==> config.mk <==
export PLATFORM = sky130hd
export DESIGN_NAME = aes_shift_mix_stage_flat
export DESIGN_NICKNAME = d
export VERILOG_FILES = /design/src/rtl/aes_shift_mix_stage_if.sv /design/src/rtl/aes_shift_mix_stage.sv /design/src/flat_wrapper.sv
export SDC_FILE = /design/constraint.sdc
export NUM_CORES = 1
export LEC_CHECK = 0
export CORE_MARGIN = 8
export CORE_UTILIZATION = 45
export CTS_BUF_LIST = sky130_fd_sc_hd__clkbuf_8
export CTS_CLUSTER_DIAMETER = 150
export CTS_CLUSTER_SIZE = 14
export DETAILED_ROUTE_END_ITERATION = 8
export HOLD_SLACK_MARGIN = 0.08
export PLACE_DENSITY = 0.76
export SYNTH_ARGS = -nofsm -noshare
export SYNTH_HDL_FRONTEND = slang
export SYNTH_SLANG_ARGS = --single-unit
==> constraint.sdc <==
create_clock -name clk -period 1.7 [get_ports clk]
set_input_delay 0.34 -clock clk [delete_from_list [all_inputs] [get_ports clk]]
set_output_delay 0.34 -clock clk [all_outputs]
set_load 0.01 [all_outputs]
==> src/rtl/aes_shift_mix_stage_if.sv <==
// ---------------------------------------------------------------------------
// aes_shift_mix_stage_if
//   Handshake bundle for the forward ShiftRows/MixColumns/AddRoundKey stage.
//
//   Input channel  : in_valid, in_ready, in_state, round_key, last_round
//   Output channel : out_valid, out_ready, out_state
//
//   All 128-bit vectors are declared [0:127]. Byte k occupies bits
//   [8k:8k+7], so byte 0 is the leftmost byte of the usual hex string.
//   Byte index = 4*col + row.
//
//   modport master : the side that produces states and consumes results
//   modport slave  : the pipeline stage itself
// ---------------------------------------------------------------------------
interface aes_shift_mix_stage_if;
  logic         in_valid;
  logic         in_ready;
  logic [0:127] in_state;
  logic [0:127] round_key;
  logic         last_round;
  logic         out_valid;
  logic         out_ready;
  logic [0:127] out_state;

  modport master (
    output in_valid,
    output in_state,
    output round_key,
    output last_round,
    output out_ready,
    input  in_ready,
    input  out_valid,
    input  out_state
  );

  modport slave (
    input  in_valid,
    input  in_state,
    input  round_key,
    input  last_round,
    input  out_ready,
    output in_ready,
    output out_valid,
    output out_state
  );
endinterface

==> src/rtl/aes_shift_mix_stage.sv <==
// ---------------------------------------------------------------------------
// aes_shift_mix_stage
//   Forward AES round back-end: ShiftRows, then MixColumns (skipped on the
//   final round), then AddRoundKey. Sits between the S-box stage and the
//   round-state register of the iterative AES-128 encryptor.
//
//   Two registered stages:
//     S1 : ShiftRows(in_state), round key, last_round flag
//     S2 : MixColumns(S1) ^ key  (or S1 ^ key on the last round) = out_state
//
//   Ports
//     clk    : clock, all state changes on the rising edge
//     reset  : synchronous, active-high; clears both stages and out_state
//     bus    : aes_shift_mix_stage_if.slave (valid/ready in and out)
//
//   Parameter
//     ENABLE_KEY_ADD : 1 = XOR the round key into the result,
//                      0 = key ignored (shift/mix debug)
//
//   Flow control is a plain two-entry pipeline without a skid buffer:
//   in_ready is combinational from out_ready when both stages are full.
// ---------------------------------------------------------------------------
module aes_shift_mix_stage #(
  parameter bit ENABLE_KEY_ADD = 1'b1
) (
  input  logic                        clk,
  input  logic                        reset,
  aes_shift_mix_stage_if.slave        bus
);

  // -------------------------------------------------------------------------
  // GF(2^8) helpers
  // -------------------------------------------------------------------------
  function automatic logic [7:0] xtime(input logic [7:0] x);
    xtime = {x[6:0], 1'b0} ^ (x[7] ? 8'h1b : 8'h00);
  endfunction

  function automatic logic [7:0] mul3(input logic [7:0] x);
    mul3 = xtime(x) ^ x;
  endfunction

  // -------------------------------------------------------------------------
  // Pipeline registers
  // -------------------------------------------------------------------------
  logic         s1_valid_q;
  logic [0:127] s1_sr_q;
  logic [0:127] s1_key_q;
  logic         s1_last_q;

  logic         s2_valid_q;
  logic [0:127] s2_state_q;

  // -------------------------------------------------------------------------
  // Handshake decode
  // -------------------------------------------------------------------------
  logic in_fire;
  logic out_fire;
  logic s2_advance;
  logic in_ready_int;

  // S2 can take S1's contents when it is empty or being drained this cycle.
  assign s2_advance   = s1_valid_q & (~s2_valid_q | bus.out_ready);
  // S1 is free when empty, or when its current occupant moves into S2.
  assign in_ready_int = ~s1_valid_q | s2_advance;
  assign in_fire      = bus.in_valid & in_ready_int;
  assign out_fire     = s2_valid_q & bus.out_ready;

  assign bus.in_ready  = in_ready_int;
  assign bus.out_valid = s2_valid_q;
  assign bus.out_state = s2_state_q;

  // -------------------------------------------------------------------------
  // Stage 1 datapath: ShiftRows is pure wiring.
  // Output byte (r + 4c) comes from input byte (r + 4*((c + r) mod 4)),
  // i.e. row r rotates left by r positions.
  // -------------------------------------------------------------------------
  logic [0:127] sr_d;
  logic [0:127] key_d;

  generate
    for (genvar gi = 0; gi < 16; gi++) begin : gen_shift_rows
      localparam int ROW = gi % 4;
      localparam int COL = gi / 4;
      localparam int SRC = ROW + 4 * ((COL + ROW) % 4);
      assign sr_d[8*gi +: 8] = bus.in_state[8*SRC +: 8];
    end
  endgenerate

  // With key addition disabled the key register simply holds zero, so the
  // stage-2 XOR degenerates to a pass-through.
  assign key_d = ENABLE_KEY_ADD ? bus.round_key : 128'h0;

  // -------------------------------------------------------------------------
  // Stage 2 datapath: MixColumns on each 32-bit column, optional bypass on
  // the final round, then AddRoundKey.
  // -------------------------------------------------------------------------
  logic [0:127] mc_d;
  logic [0:127] s2_d;

  generate
    for (genvar gi = 0; gi < 4; gi++) begin : gen_mix_columns
      logic [7:0] a0, a1, a2, a3;
      logic [7:0] b0, b1, b2, b3;

      assign a0 = s1_sr_q[32*gi      +: 8];
      assign a1 = s1_sr_q[32*gi + 8  +: 8];
      assign a2 = s1_sr_q[32*gi + 16 +: 8];
      assign a3 = s1_sr_q[32*gi + 24 +: 8];

      assign b0 = xtime(a0) ^ mul3(a1)  ^ a2        ^ a3;
      assign b1 = a0        ^ xtime(a1) ^ mul3(a2)  ^ a3;
      assign b2 = a0        ^ a1        ^ xtime(a2) ^ mul3(a3);
      assign b3 = mul3(a0)  ^ a1        ^ a2        ^ xtime(a3);

      assign mc_d[32*gi      +: 8] = s1_last_q ? a0 : b0;
      assign mc_d[32*gi + 8  +: 8] = s1_last_q ? a1 : b1;
      assign mc_d[32*gi + 16 +: 8] = s1_last_q ? a2 : b2;
      assign mc_d[32*gi + 24 +: 8] = s1_last_q ? a3 : b3;
    end
  endgenerate

  assign s2_d = mc_d ^ s1_key_q;

  // -------------------------------------------------------------------------
  // Stage 1 register
  // -------------------------------------------------------------------------
  always_ff @(posedge clk) begin
    if (reset) begin
      s1_valid_q <= 1'b0;
      s1_sr_q    <= '0;
      s1_key_q   <= '0;
      s1_last_q  <= 1'b0;
    end else begin
      if (in_fire) begin
        s1_valid_q <= 1'b1;
        s1_sr_q    <= sr_d;
        s1_key_q   <= key_d;
        s1_last_q  <= bus.last_round;
      end else if (s2_advance) begin
        s1_valid_q <= 1'b0;
      end
    end
  end

  // -------------------------------------------------------------------------
  // Stage 2 register. out_state keeps its last value after being consumed;
  // only the valid flag drops.
  // -------------------------------------------------------------------------
  always_ff @(posedge clk) begin
    if (reset) begin
      s2_valid_q <= 1'b0;
      s2_state_q <= '0;
    end else begin
      if (s2_advance) begin
        s2_valid_q <= 1'b1;
        s2_state_q <= s2_d;
      end else if (out_fire) begin
        s2_valid_q <= 1'b0;
      end
    end
  end

endmodule

==> src/flat_wrapper.sv <==
// flat-port wrapper written by rule: the top's interface ports become plain ports
module aes_shift_mix_stage_flat 
#(
  parameter bit ENABLE_KEY_ADD = 1'b1
)
  (clk, reset, bus_in_valid, bus_in_state, bus_round_key, bus_last_round, bus_out_ready, bus_in_ready, bus_out_valid, bus_out_state);
  aes_shift_mix_stage_if bus_i ();
  input  logic clk;
  input  logic reset;
  input wire logic [$bits(bus_i.in_valid)-1:0] bus_in_valid;
  input wire logic [$bits(bus_i.in_state)-1:0] bus_in_state;
  input wire logic [$bits(bus_i.round_key)-1:0] bus_round_key;
  input wire logic [$bits(bus_i.last_round)-1:0] bus_last_round;
  input wire logic [$bits(bus_i.out_ready)-1:0] bus_out_ready;
  output wire logic [$bits(bus_i.in_ready)-1:0] bus_in_ready;
  output wire logic [$bits(bus_i.out_valid)-1:0] bus_out_valid;
  output wire logic [$bits(bus_i.out_state)-1:0] bus_out_state;
  assign bus_i.in_valid = bus_in_valid;
  assign bus_i.in_state = bus_in_state;
  assign bus_i.round_key = bus_round_key;
  assign bus_i.last_round = bus_last_round;
  assign bus_i.out_ready = bus_out_ready;
  assign bus_in_ready = bus_i.in_ready;
  assign bus_out_valid = bus_i.out_valid;
  assign bus_out_state = bus_i.out_state;
  aes_shift_mix_stage #(.ENABLE_KEY_ADD(ENABLE_KEY_ADD)) u_core (.clk(clk), .reset(reset), .bus(bus_i));
endmodule
==> results.md <==
* CTS tree: done
* Total grt overflow at 0
* Setup CP Type: reg2reg
* Crit path time final at 1790 ps
* Largest net degree at the start of global routing at 54
* Synth Instances at 2546
* Met2 wire len at about 37 mm
* Failing checks: negative setup slack
* I/O pin count at 391
* Multi-input gate area at about 0.013 mm²
* Total power at 23.3 mW
* Overall Global Routing Usage at 26.2%
* Skew-Pair Late Insertion Delay at 660 ps
* Sum of negative setup slack at -804 ps
* Leakage at 12.8 nW
* Slew at the pin closest to its max-slew limit at 485 ps
* Post-route cell area at ~0.030 mm²
* Initial antenna violation count at 3
* IO buf count at 390
* Net Count, Synth at 2807
* Crit path DAT at 2320 ps
* Initial Util at 45.7%
* Min-Delay Path Class: in2reg
* Final hold vios at 0
* Register area share after synthesis at 36.3%
* First-pass GRT wire length at 113 mm
* Delay of the slowest critical-path stage at 550 ps
* Fmax at around 560 MHz
* DR iter-0 viols at 1825
* Met1 wire length at 30.7 mm
* Via density at 5.58
* Core area at ~0.047 mm²
* Final RePlAce weighted congestion at 0.985
* TritonCTS Buffers at 31
* FP Rows at 79
* Via count at around 21k
* Crit start category: register
* Nets@finish at 3357
* Max cap viols at 0
* EDFF count, synth at 0
* Post-route ant nets at 0
* Worst hold slack at roughly 230 ps
* Filler cells at 3636
* Status: finished with violations
* Async S/R FF share, synth at 0%
* Drt wl/cell at ~21 µm
* CP Data Required Time at 2230 ps
* Root Buffer: clkbuf_8
* Clock sink count at 387
* Die span in x at 234 µm
* Commonest non-fill, non-tap cell in the layout: nand2_1
* Post-synthesis cell type count at 44
* Layout cells sized above 1 at a little over a fifth
* Detailed Place HPWL at 57.7 mm
* Clock slew at reported path FFs at 100 ps
* Max layer used: met4
* YS warnings at 0
* CP max FO at 5
* Clock buffer depth at 3
* RSZ-0062 raised after global routing: true
* Routed Wire Length at 77.9 mm
* Register area at 0.00793 mm²
* Mapped Area at approximately 0.021 mm²
* Residual DRC at 0
* Commonest non-fill, non-tap cells in the layout: nand2_1, buf_4, dfxtp_1, a21oi_1, clkdlybuf4s50_1
* DRT Pass-1 Iters at 5
* Final WS setup at -91.2 ps
* Top post-synthesis cells by area: dfxtp_1, nand2_1, xnor2_1, xnor3_1, a21oi_1
* CP cell instances: xnor2_1 > buf_4 > xnor3_1 > o21ai_0 > nand2_1 > o311ai_0
* VDD IR max at about 550 µV
* Final worst-path cycle share at 105%
* Clock skew at 20.9 ps
* Area delta synth->final at 39.6%
* Metal3 WL at 6.39 mm
* H-tree Lvls at 1
* Syn_area_per_cell at 8.38 µm²
* Final Slew Violations at 0
* PD cells at 782 mW/mm²
* Synth Flop Type: dfxtp_1
* Area leader, netlist: dfxtp_1
* Worst setup EP type: register
* Die ar. at around 0.055 mm²
* Synthesized flop and latch total at roughly 390
* Max-slew headroom at 67.4%
* Synth top area share at 36.3%
* Crit-path slowest cell: dfxtp_1
* Finished Layout Cells at roughly 3.7k
* Post-Place Setup Slack at -662 ps
* Finished Core Util at 63.8%
* Vias in the first global route at 20.1k
* Placed cells at 3628
* Placed cell areas at 0.0279 mm²
* Die Y at 234 µm
* Endpoints failing setup at 25
-- worst paths after layout --
check / from / slack (ps) / end / cells after the start
worst max-delay path: u_core.s1_sr_q[3] / -90 / u_core.bus.out_state[2] / 6
worst min-delay path: bus_round_key[0] / 230 / u_core.s1_key_q[127] / 3
worst max register to register: u_core.s1_sr_q[3] / -90 / u_core.bus.out_state[2] / 6
worst min register to register: u_core.bus.out_state[55] / 460 / u_core.bus.out_state[55] / 2
-- final cells by class --
cell class,count,share of cell area [%]
multi-input cells,1911,44.7
inverters,2,0.0336
clock buffers,31,1.43
well taps,607,2.55
diodes,3,0.0252
clock inverters,2,0.0378
repair buffers,763,24.6
flip-flops and latches,387,26.6
-- synthesized netlist by cell type, types with 13 or more instances --
cell        n
a31oi_1    18
o21ai_0    67
o211ai_1   13
clkbuf_1  129
nor4b_1    37
a21oi_1   271
xnor3_1    72
nor3_1     64
dfxtp_1   387
a211o_1    42
and3_1     63
buf_2      80
nand3_1    66
mux2i_1    32
xnor2_2    16
clkbuf_2   13
xnor2_1   276
xor2_1     64
nand2_1   709
o21ai_1    22
-- per-layer routing --
layer	vias up	global-route usage, %
li1	9557	-
met4	0	10.7
met2	1039	44.2
met5	-	0
met1	9872	33.3
met3	208	4.19
-- flip-flops by register name, indices dropped and copies added, names as in the netlist --
signal and count:
u_core.bus.out_state 128, u_core.s1_key_q 128, u_core.bus.out_valid 1, u_core.s1_last_q 1, u_core.s1_valid_q 1, u_core.s1_sr_q 128
-- power by group --
| group | switching, mW | leakage (nW) | internal [mW] |
|---|---|---|---|
| registers | 0.711 | 3.22 | 9.72 |
| logic | 3.74 | 9.39 | 4.35 |
| clock network | 3.14 | 0.228 | 1.63 |
-- repair_timing --
action / 4_1_cts / 5_1_grt
setup endpoints to repair: 231 / 130
pin swaps: 12 / 55
hold buffers: 1 / 0
buffers inserted: 10 / 30
cloned: 0 / 7
gates resized for setup: 299 / 218
hold endpoints to repair: 12 / 0
-- logic make-up (layout without fill, tap and decap cells) --
kind of cell / after synthesis / in the layout / synth area share [%]
compound gates: 454 / 454 / 12.0
xor+xnor: 449 / 449 / 25.0
buf+inv: 248 / 798 / 5.21
flops: 387 / 387 / 36.3
mux: 32 / 32 / 1.50
other cells: 0 / 3 / 0
simple gates: 976 / 976 / 20.0
-- critical path, delay by kind of cell, from the launching register on --
family | cells | cell delay [ps]
AOI/OAI and AO/OA | 2 | 450
xor gates and xnor gates | 2 | 390
buffers and inverters | 1 | 160
DFF | 1 | 550
and+or+nand+nor | 1 | 110
No activity file was read; power rests on OpenSTA's default activity.
